==> config.mk <==
export PLATFORM = sky130hd
export DESIGN_NAME = mem_stage_axi
export DESIGN_NICKNAME = d
export VERILOG_FILES = /design/src/rtl/mem_pkg.sv /design/src/rtl/mem_lane_align.sv /design/src/rtl/mem_stage_axi.sv
export SDC_FILE = /design/constraint.sdc
export NUM_CORES = 1
export LEC_CHECK = 0
export BUFFER_PORTS_ARGS = -buffer_cell sky130_fd_sc_hd__buf_2
export CORE_ASPECT_RATIO = 0.8
export CORE_MARGIN = 2
export CORE_UTILIZATION = 35
export CTS_CLUSTER_SIZE = 28
export DETAILED_ROUTE_END_ITERATION = 16
export PLACE_DENSITY = 0.59
export RECOVER_POWER = 100
export SETUP_SLACK_MARGIN = 0.4
export SYNTH_ARGS = -nofsm -noshare
export SYNTH_HDL_FRONTEND = slang
export SYNTH_SLANG_ARGS = --single-unit
==> constraint.sdc <==
create_clock -name clk -period 13.6 [get_ports clk]
set_input_delay 0 -clock clk [delete_from_list [all_inputs] [get_ports clk]]
set_output_delay 0 -clock clk [all_outputs]
set_load 0.005 [all_outputs]
==> src/rtl/mem_pkg.sv <==
// Shared definitions for the memory stage:
// funct3 access modes, FSM states, AXI response codes.
package mem_pkg;

  localparam logic [2:0] MODE_B  = 3'b000;
  localparam logic [2:0] MODE_H  = 3'b001;
  localparam logic [2:0] MODE_W  = 3'b010;
  localparam logic [2:0] MODE_BU = 3'b100;
  localparam logic [2:0] MODE_HU = 3'b101;

  localparam logic [1:0] RESP_OKAY = 2'b00;

  typedef enum logic [2:0] {
    S_IDLE,
    S_WR,
    S_WR_RESP,
    S_RD_ADDR,
    S_RD_DATA,
    S_DONE
  } state_t;

  // AXI size code: byte=0, half=1, word=2
  function automatic logic [2:0] size_of(input logic [2:0] mode);
    return mode[1] ? 3'd2 : {2'b00, mode[0]};
  endfunction

  function automatic logic misaligned(
    input logic [2:0] mode,
    input logic [1:0] lo
  );
    logic [2:0] sz;
    sz = size_of(mode);
    return (sz == 3'd1 && lo[0]) || (sz == 3'd2 && lo != 2'b00);
  endfunction

endpackage

==> src/rtl/mem_lane_align.sv <==
// Byte-lane steering: store strobe/replication and
// load byte/half extraction with sign or zero extension.
module mem_lane_align
  import mem_pkg::*;
(
  input  logic [2:0]  mode,
  input  logic [1:0]  addr_lo,
  input  logic [31:0] wdata,
  input  logic [31:0] rdata,
  output logic [3:0]  wstrb,
  output logic [31:0] wdata_rep,
  output logic [31:0] load_val
);

  logic [15:0] sh;

  // lane selection and extension, purely combinational
  always_comb begin
    wstrb     = 4'b1111;
    wdata_rep = wdata;
    sh        = 16'(rdata >> {addr_lo, 3'b000});
    load_val  = rdata;
    case (size_of(mode))
      3'd0: begin
        wstrb     = 4'b0001 << addr_lo;
        wdata_rep = {4{wdata[7:0]}};
      end
      3'd1: begin
        wstrb     = 4'b0011 << {addr_lo[1], 1'b0};
        wdata_rep = {2{wdata[15:0]}};
      end
      default: ;
    endcase
    case (mode)
      MODE_B:  load_val = {{24{sh[7]}}, sh[7:0]};
      MODE_H:  load_val = {{16{sh[15]}}, sh};
      MODE_BU: load_val = {24'h0, sh[7:0]};
      MODE_HU: load_val = {16'h0, sh};
      default: load_val = rdata;
    endcase
  end

endmodule

==> src/rtl/mem_stage_axi.sv <==
// M-stage load/store unit: single-beat AXI4 master with
// pipeline stall, misalignment detection and bus timeout.
module mem_stage_axi
  import mem_pkg::*;
#(
  parameter int ADDR_W      = 32,
  parameter int TIMEOUT_CYC = 256
) (
  input  logic              clk,
  input  logic              rst,
  input  logic              mem_read_m,
  input  logic              mem_write_m,
  input  logic              fp_store_m,
  input  logic [ADDR_W-1:0] alu_rsl_m,
  input  logic [31:0]       wdata_m,
  input  logic [31:0]       wdata_f_m,
  input  logic [2:0]        mode_m,
  output logic              stall_m,
  output logic [31:0]       load_data_m,
  output logic              done_m,
  output logic              misalign_err,
  output logic              bus_err,
  output logic [ADDR_W-1:0] m_axi_awaddr,
  output logic [2:0]        m_axi_awsize,
  output logic              m_axi_awvalid,
  input  logic              m_axi_awready,
  output logic [31:0]       m_axi_wdata,
  output logic [3:0]        m_axi_wstrb,
  output logic              m_axi_wlast,
  output logic              m_axi_wvalid,
  input  logic              m_axi_wready,
  input  logic [1:0]        m_axi_bresp,
  input  logic              m_axi_bvalid,
  output logic              m_axi_bready,
  output logic [ADDR_W-1:0] m_axi_araddr,
  output logic [2:0]        m_axi_arsize,
  output logic              m_axi_arvalid,
  input  logic              m_axi_arready,
  input  logic [31:0]       m_axi_rdata,
  input  logic [1:0]        m_axi_rresp,
  input  logic              m_axi_rlast,
  input  logic              m_axi_rvalid,
  output logic              m_axi_rready
);

  localparam int CNT_W = $clog2(TIMEOUT_CYC);
  localparam logic [CNT_W-1:0] CNT_MAX = CNT_W'(TIMEOUT_CYC - 1);

  state_t           state;
  logic [CNT_W-1:0] cnt;
  logic [1:0]       lo_q;
  logic [2:0]       mode_q;
  logic             aw_done;
  logic             w_done;

  logic        req;
  logic        idle;
  logic        aw_ok;
  logic        w_ok;
  logic        timeout;
  logic [2:0]  sel_mode;
  logic [1:0]  sel_lo;
  logic [31:0] st_data;
  logic [3:0]  strb;
  logic [31:0] rep;
  logic [31:0] ext;
  logic        unused;

  assign req      = mem_read_m | mem_write_m;
  assign stall_m  = req & ~done_m;
  assign idle     = (state == S_IDLE);
  assign sel_mode = idle ? mode_m : mode_q;
  assign sel_lo   = idle ? alu_rsl_m[1:0] : lo_q;
  assign st_data  = fp_store_m ? wdata_f_m : wdata_m;
  assign aw_ok    = aw_done | (m_axi_awvalid & m_axi_awready);
  assign w_ok     = w_done | (m_axi_wvalid & m_axi_wready);
  assign timeout  = (cnt == CNT_MAX);
  assign m_axi_wlast = 1'b1;
  assign unused   = m_axi_rlast;

  mem_lane_align u_align (
    .mode      (sel_mode),
    .addr_lo   (sel_lo),
    .wdata     (st_data),
    .rdata     (m_axi_rdata),
    .wstrb     (strb),
    .wdata_rep (rep),
    .load_val  (ext)
  );

  // transaction FSM with registered AXI and completion outputs
  always_ff @(posedge clk or posedge rst) begin
    if (rst) begin
      state         <= S_IDLE;
      cnt           <= '0;
      lo_q          <= '0;
      mode_q        <= '0;
      aw_done       <= 1'b0;
      w_done        <= 1'b0;
      load_data_m   <= '0;
      done_m        <= 1'b0;
      misalign_err  <= 1'b0;
      bus_err       <= 1'b0;
      m_axi_awaddr  <= '0;
      m_axi_awsize  <= '0;
      m_axi_awvalid <= 1'b0;
      m_axi_wdata   <= '0;
      m_axi_wstrb   <= '0;
      m_axi_wvalid  <= 1'b0;
      m_axi_bready  <= 1'b0;
      m_axi_araddr  <= '0;
      m_axi_arsize  <= '0;
      m_axi_arvalid <= 1'b0;
      m_axi_rready  <= 1'b0;
    end else begin
      done_m       <= 1'b0;
      misalign_err <= 1'b0;
      bus_err      <= 1'b0;
      cnt          <= cnt + 1'b1;
      if (!idle && state != S_DONE && timeout) begin
        state         <= S_DONE;
        cnt           <= '0;
        done_m        <= 1'b1;
        bus_err       <= 1'b1;
        load_data_m   <= '0;
        m_axi_awvalid <= 1'b0;
        m_axi_wvalid  <= 1'b0;
        m_axi_bready  <= 1'b0;
        m_axi_arvalid <= 1'b0;
        m_axi_rready  <= 1'b0;
      end else begin
        unique case (state)
          S_IDLE: begin
            cnt    <= '0;
            lo_q   <= alu_rsl_m[1:0];
            mode_q <= mode_m;
            if (req && misaligned(mode_m, alu_rsl_m[1:0])) begin
              state        <= S_DONE;
              done_m       <= 1'b1;
              misalign_err <= 1'b1;
              load_data_m  <= '0;
            end else if (mem_write_m) begin
              state         <= S_WR;
              aw_done       <= 1'b0;
              w_done        <= 1'b0;
              m_axi_awaddr  <= {alu_rsl_m[ADDR_W-1:2], 2'b00};
              m_axi_awsize  <= size_of(mode_m);
              m_axi_awvalid <= 1'b1;
              m_axi_wdata   <= rep;
              m_axi_wstrb   <= strb;
              m_axi_wvalid  <= 1'b1;
            end else if (mem_read_m) begin
              state         <= S_RD_ADDR;
              m_axi_araddr  <= alu_rsl_m;
              m_axi_arsize  <= size_of(mode_m);
              m_axi_arvalid <= 1'b1;
            end
          end
          S_WR: begin
            if (m_axi_awvalid && m_axi_awready) begin
              m_axi_awvalid <= 1'b0;
              aw_done       <= 1'b1;
            end
            if (m_axi_wvalid && m_axi_wready) begin
              m_axi_wvalid <= 1'b0;
              w_done       <= 1'b1;
            end
            if (aw_ok && w_ok) begin
              state        <= S_WR_RESP;
              cnt          <= '0;
              m_axi_bready <= 1'b1;
            end
          end
          S_WR_RESP: begin
            if (m_axi_bvalid) begin
              state        <= S_DONE;
              cnt          <= '0;
              m_axi_bready <= 1'b0;
              done_m       <= 1'b1;
              bus_err      <= (m_axi_bresp != RESP_OKAY);
              load_data_m  <= '0;
            end
          end
          S_RD_ADDR: begin
            if (m_axi_arready) begin
              state         <= S_RD_DATA;
              cnt           <= '0;
              m_axi_arvalid <= 1'b0;
              m_axi_rready  <= 1'b1;
            end
          end
          S_RD_DATA: begin
            if (m_axi_rvalid) begin
              state        <= S_DONE;
              cnt          <= '0;
              m_axi_rready <= 1'b0;
              done_m       <= 1'b1;
              bus_err      <= (m_axi_rresp != RESP_OKAY);
              load_data_m  <= ext;
            end
          end
          S_DONE: begin
            state       <= S_IDLE;
            cnt         <= '0;
            load_data_m <= '0;
          end
          default: begin
            state <= S_IDLE;
            cnt   <= '0;
          end
        endcase
      end
    end
  end

endmodule

After elaboration in Yosys (flattened, before gate mapping)
Cells that the tools add are included.
W data, S select, Z words.
{"block": "totals", "elab_cells": 164, "output_inout_bits": 148, "regBits": 162, "inputBits": 146}
{"block": "op_classes", "muxes": 67, "n_shift": 3, "bitwise": 10, "reduce_logical": 33, "n_eq_ne": 29, "n_addsub": 1}
{"cell": "$pmux W32 S4", "count": 2}
{"cell": "$mux W32", "count": 5}
{"cell": "$pmux W32 S2", "count": 1}
{"cell": "$mux W8", "count": 5}
{"cell": "$pmux W8 S4", "count": 1}
{"cell": "$shr A32 B5 Y16", "count": 1}
{"cell": "$mux W1", "count": 30}
{"cell": "$mux W3", "count": 9}
{"cell": "$reduce_and A5 Y1", "count": 5}
{"cell": "$ne A3 B3 Y1 const B", "count": 8}
{"cell": "$pmux W1 S2", "count": 8}
{"cell": "$reduce_and A4 Y1", "count": 4}
{"cell": "$pmux W3 S5", "count": 1}
{"cell": "$eq A3 B1 Y1 const B", "count": 4}
{"cell": "$eq A3 B3 Y1 const B", "count": 4}
{"cell": "$reduce_bool A3 Y1", "count": 4}
{"cell": "$eq A3 B2 Y1 const B", "count": 3}
{"cell": "$logic_not A3 Y1", "count": 3}
{"cell": "$ne A3 B2 Y1 const B", "count": 3}
{"cell": "$add A8 B1 Y8 const B", "count": 1}
{"cell": "$eq A8 B8 Y1 const B", "count": 1}
{"cell": "$logic_and A1 B1 Y1", "count": 8}
{"cell": "$ne A2 B2 Y1 const B", "count": 4}
{"cell": "$pmux W4 S2", "count": 1}
{"cell": "14 further kinds", "count": 27}

Depth between registers and ports, before layout
Gate-level depths: netlist (run 1).
{"block": "depth", "depth_word": 8, "depth_mapped": 9, "ltp_nobuf": 6}

Hierarchy
A second synthesis (run 1) with hierarchy kept.
{"block": "unflattened", "cells_unflattened": 739, "hier_area_um2": 8577.0}
{"mod": "mem_stage_axi", "cells_per_inst": 555, "instances": 1, "area_each_um2": 7299.5}
{"mod": "mem_lane_align", "cells_per_inst": 184, "instances": 1, "area_each_um2": 1277.5}

Least setup slack after synthesis (run 1)
Ideal clock, no wire load.
{"block": "synth_timing", "path_type": "reg-to-reg", "start": "register state[2]", "end": "register load_data_m[16]", "synth_period_minus_slack_ns": 2.385, "arrival_ns": 2.259, "setup_time_ns": 0.125, "n_path_buf": 2, "path_slack_ns": 11.215, "path_stages_with_launch": 9, "path_cell_list": "dfrtp_1 -> buf_6 -> nor3_4 -> mux2i_4 -> inv_4 -> mux2_2 -> a221oi_4 -> buf_6 -> o21ai_2"}
{"block": "synth_via", "elab_chain_cells": 7}
{"item": "start, declared", "line": "mem_stage_axi.sv:49", "text": "state_t state;"}
{"item": "start signal, assigned", "line": "mem_stage_axi.sv:94", "text": "state <= S_IDLE;"}
{"item": "start signal, assigned", "line": "mem_stage_axi.sv:121", "text": "state <= S_DONE;"}
{"item": "start signal, assigned", "line": "mem_stage_axi.sv:138", "text": "state <= S_DONE;"}
{"item": "$logic_not A3 Y1", "line": "mem_stage_axi.sv:71, mem_stage_axi.sv:132"}
{"item": "$mux W2 / $mux W3 (equally long branches)"}
{"item": "$shr A32 B5 Y16 (tied with other cells)", "line": "mem_lane_align.sv:21", "text": "sh = 16'(rdata >> {addr_lo, 3'b000});"}
{"item": "$pmux W32 S4", "line": "mem_lane_align.sv:34", "text": "case (mode)"}
{"item": "$mux W32", "line": "mem_stage_axi.sv:193", "text": "if (m_axi_rvalid) begin"}
{"item": "$pmux W32 S4", "line": "mem_stage_axi.sv:132", "text": "unique case (state)"}
{"item": "$mux W32", "line": "mem_stage_axi.sv:120", "text": "if (!idle && state != S_DONE && timeout) begin"}
{"item": "end signal, assigned", "line": "mem_stage_axi.sv:199", "text": "load_data_m <= ext;"}
{"item": "end, declared", "line": "mem_stage_axi.sv:19", "text": "output logic [31:0] load_data_m,"}
Several ways; a longest one is shown, not always the timed one. The select of a mux whose other input is x is not followed.
A chain may end at the register's enable or synchronous reset.

==> results by group, run 1 <==
Outcome
  – Outcome: finished with violations
  – Failing checks: capacitance limit, slew limit

STA
  – Fin Hold WS: 0.009995 ns
  – Relative slew slack: -211.6%
  – Pins Over Slew Limit: 368
  – Final setup fails: 0
  – Fmax: 175.0 MHz
  – Crit share post-route: 42.01%
  – Final Hold Viols: 0
  – Min Tclk post-route: 5.713 ns
  – RSZ-0062 raised after global routing: no
  – Setup TNS: 0 ns
  – Clk_skew: 0.01239 ns
  – Least-Margin Pin Slew: 4.649 ns

Die
  – Die Y-Extent: 138.2 um
  – Die X: 171.7 um
  – FP Rows: 49
  – Ports: 294
  – Initial Util: 35.39%
  – Area of the die: 0.02372 sq mm
  – Core Region: 0.02226 sq mm

Yosys
  – Synth area leader: dfrtp_1
  – Cell area after synthesis: 0.007875 sq mm
  – Ys Warns: 0
  – Synth Instances: 784
  – Synth Flop Type: dfrtp_1
  – Share of the synthesized area in the top cell type: 50.84%
  – Yosys reg bits: 160
  – Avg Cell Area, Syn: 10.04 sq um
  – Sequential area share after synthesis: 50.84%
  – Yosys cell types: 72
  – Largest cells by area after synthesis: dfrtp_1 51%, nand2_1 7.7%, mux2_2 7.3%
  – Post-synth EDFFs: 0
  – Commonest cells post-synth: 161 x nand2_1, 160 x dfrtp_1, 67 x o21ai_0
  – Most numerous cell in the Yosys netlist: nand2_1
  – Synth async-reset ratio: 100.0%

Setup path
  – Data required, critical path: 13.47 ns
  – Slowest cell on the critical path: clkinvlp_2
  – FF-to-FF path depth: 4
  – R2R setup slack: 8.26 ns
  – Buf/Inv on CP: 4
  – Startpoint Class: primary input
  – Worst setup path start: rst
  – Crit path max fanout: 106
  – Path type of the worst setup path: primary input to async pin
  – WP data arrival: 5.58 ns
  – Critical path depth: 4
  – Reg2reg end: m_axi_wdata[18]$_DFFE_PP0P_
  – Critical Path Sink Type: async pin
  – CP Cell Sequence: dlygate4sd3_1 -> clkbuf_1 -> clkinvlp_2 -> clkbuf_1
  – Crit path top cell by count: clkbuf_1
  – CP endpoint: load_data_m[25]$_DFFE_PP0P_
  – Reg-to-reg startpoint: state[0]$_DFFE_PP0P_
  – Max incr delay on CP: 2.59 ns
  – Delay-heaviest family, CP: buffers and inverters

Clock network
  – H-Tree Depth: 4
  – Clock Latency Late Sink: 0.42 ns
  – Worst-path clk slew: 0.07 ns
  – CTS resizes: 0
  – Num CTS Buffers: 17
  – Root Buffer: clkbuf_16
  – Clock buffer depth: 2
  – CTS tree: yes
  – Sink Count: 160

Drt
  – Total Routed Length: 24810 um
  – Routed Antenna Nets: 0
  – DRC Markers: 0
  – Detailed Routing Iterations Pass 1: 5
  – Avg Vias per Cell: 4.975
  – Vias: 7239
  – WL per Instance: 17.05 um
  – 1st-iter DRT viols: 507

Power
  – Lkg Pwr: 5.144 nW
  – Worst VDD drop: 0.1046 mV
  – PwrDens: 206.6 mW/mm^2

GRT
  – GRT overflow: 0
  – GRT Overall Usage: 20.81%
  – Largest net degree at the start of global routing: 107
  – Initial antenna violation count: 1
  – Global-route wire length before repair: 38840 um
  – Vias in the first global route: 7148

Finish
  – Layout cells sized above 1: 26.05%
  – Area delta synth->final: 37.31%
  – Net count, final: 1282

Placed design
  – GP Congestion: 0.8063
  – Port Buffers: 287
  – Dpl hpwl: 16820 um

Hold path
  – Worst hold path class: primary input to flop

Job
  – Max cap viols: 7
-- cell usage in the layout (no fill, tap or decap), drive strengths merged, types with 3 or more instances in the layout --
master / Yosys / final
buf: 22 / 197
nand2: 162 / 162
dfrtp: 160 / 160
clkbuf: 32 / 114
dlygate4sd3: 0 / 90
o21ai: 79 / 79
mux2: 51 / 51
nor2: 49 / 49
a21oi: 40 / 40
mux2i: 40 / 40
a22oi: 17 / 17
inv: 8 / 14
nand3: 13 / 13
o211ai: 7 / 7
nor3: 6 / 6
a22o: 5 / 5
a211oi: 5 / 5
nand3b: 5 / 5
xor2: 5 / 5
conb: 2 / 5
o31ai: 5 / 5
or3: 4 / 4
and3: 4 / 4
nand4: 4 / 4
o221a: 4 / 4
o21a: 4 / 4
clkinvlp: 0 / 4
nor2b: 3 / 3
a21o: 3 / 3
nand2b: 3 / 3
-- metal layers --
layer | share of wire (%) | vias to the layer above | routed length (um) | GRT usage [%]
li1 | - | 3461 | - | -
met5 | 0 | - | 0 | 0
met3 | 7.4 | 19 | 1843 | 5.668
met4 | 1.2 | 0 | 295 | 5.352
met1 | 46 | 3467 | 11340 | 28.68
met2 | 46 | 292 | 11330 | 32.45
-- tightest hold or removal path: cells and delay by family --
| family | cells | cell delay, ns |
|---|---|---|
| AO/OA/AOI/OAI | 2 | 0.16 |
| buffers and inverters | 1 | 0.07 |
| AND/OR/NAND/NOR | 1 | 0.08 |
| multiplexers | 1 | 0.06 |
-- logic make-up (layout without fill, tap and decap cells) --
group | count (synthesis) | count (layout) | share of synthesized area (%)
AND/OR/NAND/NOR | 265 | 265 | 14.73
AO/OA/AOI/OAI | 194 | 194 | 16.22
flip-flops | 160 | 160 | 50.84
multiplexers | 93 | 93 | 13.43
buffers and inverters | 62 | 423 | 3.750
XOR/XNOR | 7 | 7 | 0.7785
other | 2 | 6 | 0.09536
adder cells (fa/ha/maj) | 1 | 1 | 0.1589
-- flip-flops by register name, summed over array words and instances, names as in the netlist, 2 cells and up --
name and count:
m_axi_arsize 2, state 3, m_axi_awaddr 30, load_data_m 32, m_axi_araddr 32, lo_q 2
m_axi_awsize 2, mode_q 3, m_axi_wdata 32, m_axi_wstrb 4, cnt 8
-- worst min path at each step --
stage                        from                            to  slack (ns)  cells past startpoint
finish                wdata_m[29]   m_axi_wdata[29]$_DFFE_PP0P_        0.01                      5
global route        wdata_f_m[21]   m_axi_wdata[21]$_DFFE_PP0P_        0.01                      4
CTS                   wdata_m[28]   m_axi_wdata[28]$_DFFE_PP0P_       0.001                      5
detailed placement  alu_rsl_m[21]  m_axi_awaddr[21]$_DFFE_PP0P_        0.21                      3
global placement    alu_rsl_m[12]  m_axi_awaddr[12]$_DFFE_PP0P_        0.21                      3
floorplan           alu_rsl_m[10]  m_axi_awaddr[10]$_DFFE_PP0P_        0.11                      2
-- final cells by class --
type                       instances  area (sq um)
antenna                            1         2.502
clock buffer                      18         429.2
clock inverter                    14         171.4
fill                            2185         11440
inverter                           8         36.28
multi-input combinational        565          3536
sequential                       160          4004
tap                              306         382.9
timing repair buffer             383          2251
-- power by group --
group / internal, mW / switching, mW / total (mW)
Sequential: 0.680 / 0.141 / 0.821
Clock: 0.278 / 0.216 / 0.494
Combinational: 0.384 / 0.535 / 0.919
Total: 1.34 / 0.892 / 2.23
-- stage by stage --
stage	total power [mW]	instances	util [%]	cell area [sq um]	setup WS (ns)
final	2.234	1455	48.59	10810	7.887
after global routing	2.400	1454	48.57	10810	6.556
after CTS	2.297	1454	49.50	11020	9.912
after detailed placement	1.770	1332	42.75	9514	9.928
after global placement	1.755	1332	42.75	9514	9.915
after floorplan	1.390	787	-	7886	9.280
-- timing repair --
action | CTS | global route
hold buffers | 90 | 0
buffers inserted | 0 | 0
endpoints found under the hold margin | 213 | 0
Power figures use the tool's default switching activity.
==> inputs of run 2 (changes only) <==
- ABC_AREA: default -> 1
- PLACE_DENSITY: 0.59 -> 0.61
- clock period: 13.6 -> 5.1 ns (I/O delays scaled with it)
==> results by group, run 2 <==
Clock network
  – Worst-path clk slew: 0.06 ns
  – Clock buffer depth: 2
  – Post-CTS Repair Setup Buffers: 0
  – H-Tree Depth: 4
  – Num CTS Buffers: 17
  – Sink Count: 160
  – Root Buffer: clkbuf_16
  – Clock Latency Late Sink: 0.43 ns
  – CTS tree: yes

STA
  – Crit share post-route: 75.19%
  – Final Hold Viols: 0
  – Relative slew slack: -66.67%
  – Clk_skew: 0.01291 ns
  – RSZ-0062 raised after global routing: no
  – Pins Over Slew Limit: 161
  – Least-Margin Pin Slew: 2.500 ns
  – Min Tclk post-route: 3.835 ns
  – Setup TNS: 0 ns
  – Final setup fails: 0
  – Fmax: 260.8 MHz
  – Fin Hold WS: 0.001520 ns

Die
  – Initial Util: 35.61%
  – Area of the die: 0.02406 sq mm
  – FP Rows: 49
  – Ports: 294
  – Die Y-Extent: 139.1 um
  – Die X: 172.9 um
  – Core Region: 0.02244 sq mm

Setup path
  – Critical Path Sink Type: flop
  – WP data arrival: 4.19 ns
  – Worst setup path start: state[1]$_DFFE_PP0P_
  – Startpoint Class: flop
  – Crit path max fanout: 21
  – Path type of the worst setup path: flop to flop
  – Data required, critical path: 5.45 ns
  – Reg-to-reg startpoint: state[1]$_DFFE_PP0P_

Yosys
  – Synth async-reset ratio: 100.0%
  – Yosys reg bits: 160
  – Avg Cell Area, Syn: 7.617 sq um
  – Yosys cell types: 40
  – Share of the synthesized area in the top cell type: 50.11%
  – Synth area leader: dfrtp_1
  – Largest cells by area after synthesis: dfrtp_1 50%, nand2_1 18%, o21ai_0 6.6%
  – Ys Warns: 0
  – Synth Flop Type: dfrtp_1
  – Cell area after synthesis: 0.007990 sq mm
  – Post-synth EDFFs: 0
  – Synth Instances: 1049
  – Sequential area share after synthesis: 50.11%
  – Most numerous cell in the Yosys netlist: nand2_1
  – Commonest cells post-synth: 380 x nand2_1, 160 x dfrtp_1, 105 x o21ai_0

Drt
  – Vias: 8220
  – Detailed Routing Iterations Pass 1: 7
  – Avg Vias per Cell: 4.673
  – DRC Markers: 0
  – WL per Instance: 14.34 um
  – Total Routed Length: 25220 um
  – Routed Antenna Nets: 0
  – 1st-iter DRT viols: 617

Finish
  – FILL cells: 2253
  – Layout cells sized above 1: 17.00%
  – Area delta synth->final: 41.07%
  – Most common cell after layout, fill and taps aside: nand2_1
  – Diode count: 0
  – Largest registers: load_data_m (32), m_axi_araddr (32), m_axi_wdata (32)
  – Most frequent cells in the layout: 382 x nand2_1, 189 x buf_2, 160 x dfrtp_1
  – Net count, final: 1587

GRT
  – Vias in the first global route: 7809
  – Initial antenna violation count: 0
  – Global-route wire length before repair: 41060 um
  – GRT overflow: 0
  – Largest net degree at the start of global routing: 116
  – GRT Overall Usage: 21.08%

Power
  – Tot Pwr: 6.320 mW
  – Worst VDD drop: 0.3819 mV
  – Lkg Pwr: 5.782 nW
  – PwrDens: 560.6 mW/mm^2

Job
  – Max cap viols: 2

Outcome
  – Outcome: finished with violations
  – Failing checks: capacitance limit, slew limit

Placed design
  – Dpl hpwl: 17240 um
  – Port Buffers: 287
  – GP Congestion: 0.8338

Hold path
  – Worst hold path class: primary input to flop
  – HP Start: m_axi_arready
[run 2: cell count changes after synthesis, sizes merged, moves of 10 or more]
cell,before,now
mux2i,40,0
nand2,162,386
a31oi,1,26
o21ai,79,126
inv,8,96
nor2,49,104
or2,2,17
a22oi,17,0
buf,22,32
a21oi,40,4
nand3,13,32
mux2,51,0
[run 2: logic make-up (layout without fill, tap and decap cells)]
kind of cell             after synthesis  in the layout  synth area share (%)
AO/OA/AOI/OAI                        177            177                 12.54
XOR/XNOR                               3              3                0.3289
adder cells (fa/ha/maj)                1              1                0.1566
buffers and inverters                151            552                 8.221
flip-flops                           160            160                 50.11
other                                  2              5               0.09399
AND/OR/NAND/NOR                      555            555                 28.55
[run 2: timing repair]
| action | CTS | global route |
|---|---|---|
| gates resized for setup | 0 | 0 |
| endpoints found under the hold margin | 244 | 0 |
| hold buffers | 132 | 0 |
[run 2: worst paths after layout]
check | slack [ns] | depth (start not counted) | endpoint
worst max-delay path | 1.27 | 8 | m_axi_wdata[21]$_DFFE_PP0P_
worst min-delay path | 0.002 | 4 | cnt[6]$_DFF_PP0_
worst max register to register | 1.27 | 8 | m_axi_wdata[21]$_DFFE_PP0P_
worst min register to register | 0.47 | 2 | load_data_m[19]$_DFFE_PP0P_
max in group asynchronous | 2.00 | 4 | m_axi_wstrb[3]$_DFFE_PP0P_
min in group asynchronous | 0.85 | 3 | m_axi_araddr[28]$_DFFE_PP0P_
[run 2: final cells by class]
cell class | count | area, sq um | share of cell area, %
clock buffers | 17 | 425.4 | 3.774
clock inverters | 15 | 150.1 | 1.332
inverters | 96 | 364.1 | 3.230
multi-input cells | 741 | 3283 | 29.13
flip-flops and latches | 160 | 4004 | 35.52
well taps | 306 | 382.9 | 3.397
repair buffers | 424 | 2663 | 23.62
[run 2: metal layers]
| layer | up-vias | GRT usage (%) | part of all wire (%) |
|---|---|---|---|
| li1 | 4112 | - | - |
| met1 | 3860 | 29.12 | 47 |
| met2 | 227 | 34.15 | 47 |
| met3 | 21 | 4.523 | 4.8 |
| met4 | 0 | 4.550 | 1.2 |
| met5 | - | 0 | 0 |
[run 2: critical path, stage by stage, from the launching register on]
cell and delay, ns:
dfrtp_1 0.46, nor2_1 0.44, nand2_4 0.23, o21ai_0 0.19
clkbuf_1 0.91, o211ai_1 0.18, dlygate4sd3_1 0.63, a31oi_1 0.14
dlygate4sd3_1 0.58
[run 2: power by group]
group / total, mW / internal (mW) / switching, mW
Sequential: 2.14 / 1.83 / 0.308
Combinational: 2.91 / 1.06 / 1.85
Clock: 1.27 / 0.689 / 0.577
Total: 6.32 / 3.58 / 2.74
[run 2: metrics by stage]
step / util (%) / cell area (sq um) / setup slack, ns / std cells
2_1_floorplan: - / 8001 / 0.7801 / 1052
3_3_place_gp: 42.63 / 9567 / 2.394 / 1595
3_5_place_dp: 42.63 / 9567 / 2.361 / 1595
4_1_cts: 51.09 / 11460 / 1.978 / 1759
5_1_grt: 50.23 / 11270 / 0.9177 / 1759
6_report: 50.23 / 11270 / 1.265 / 1759
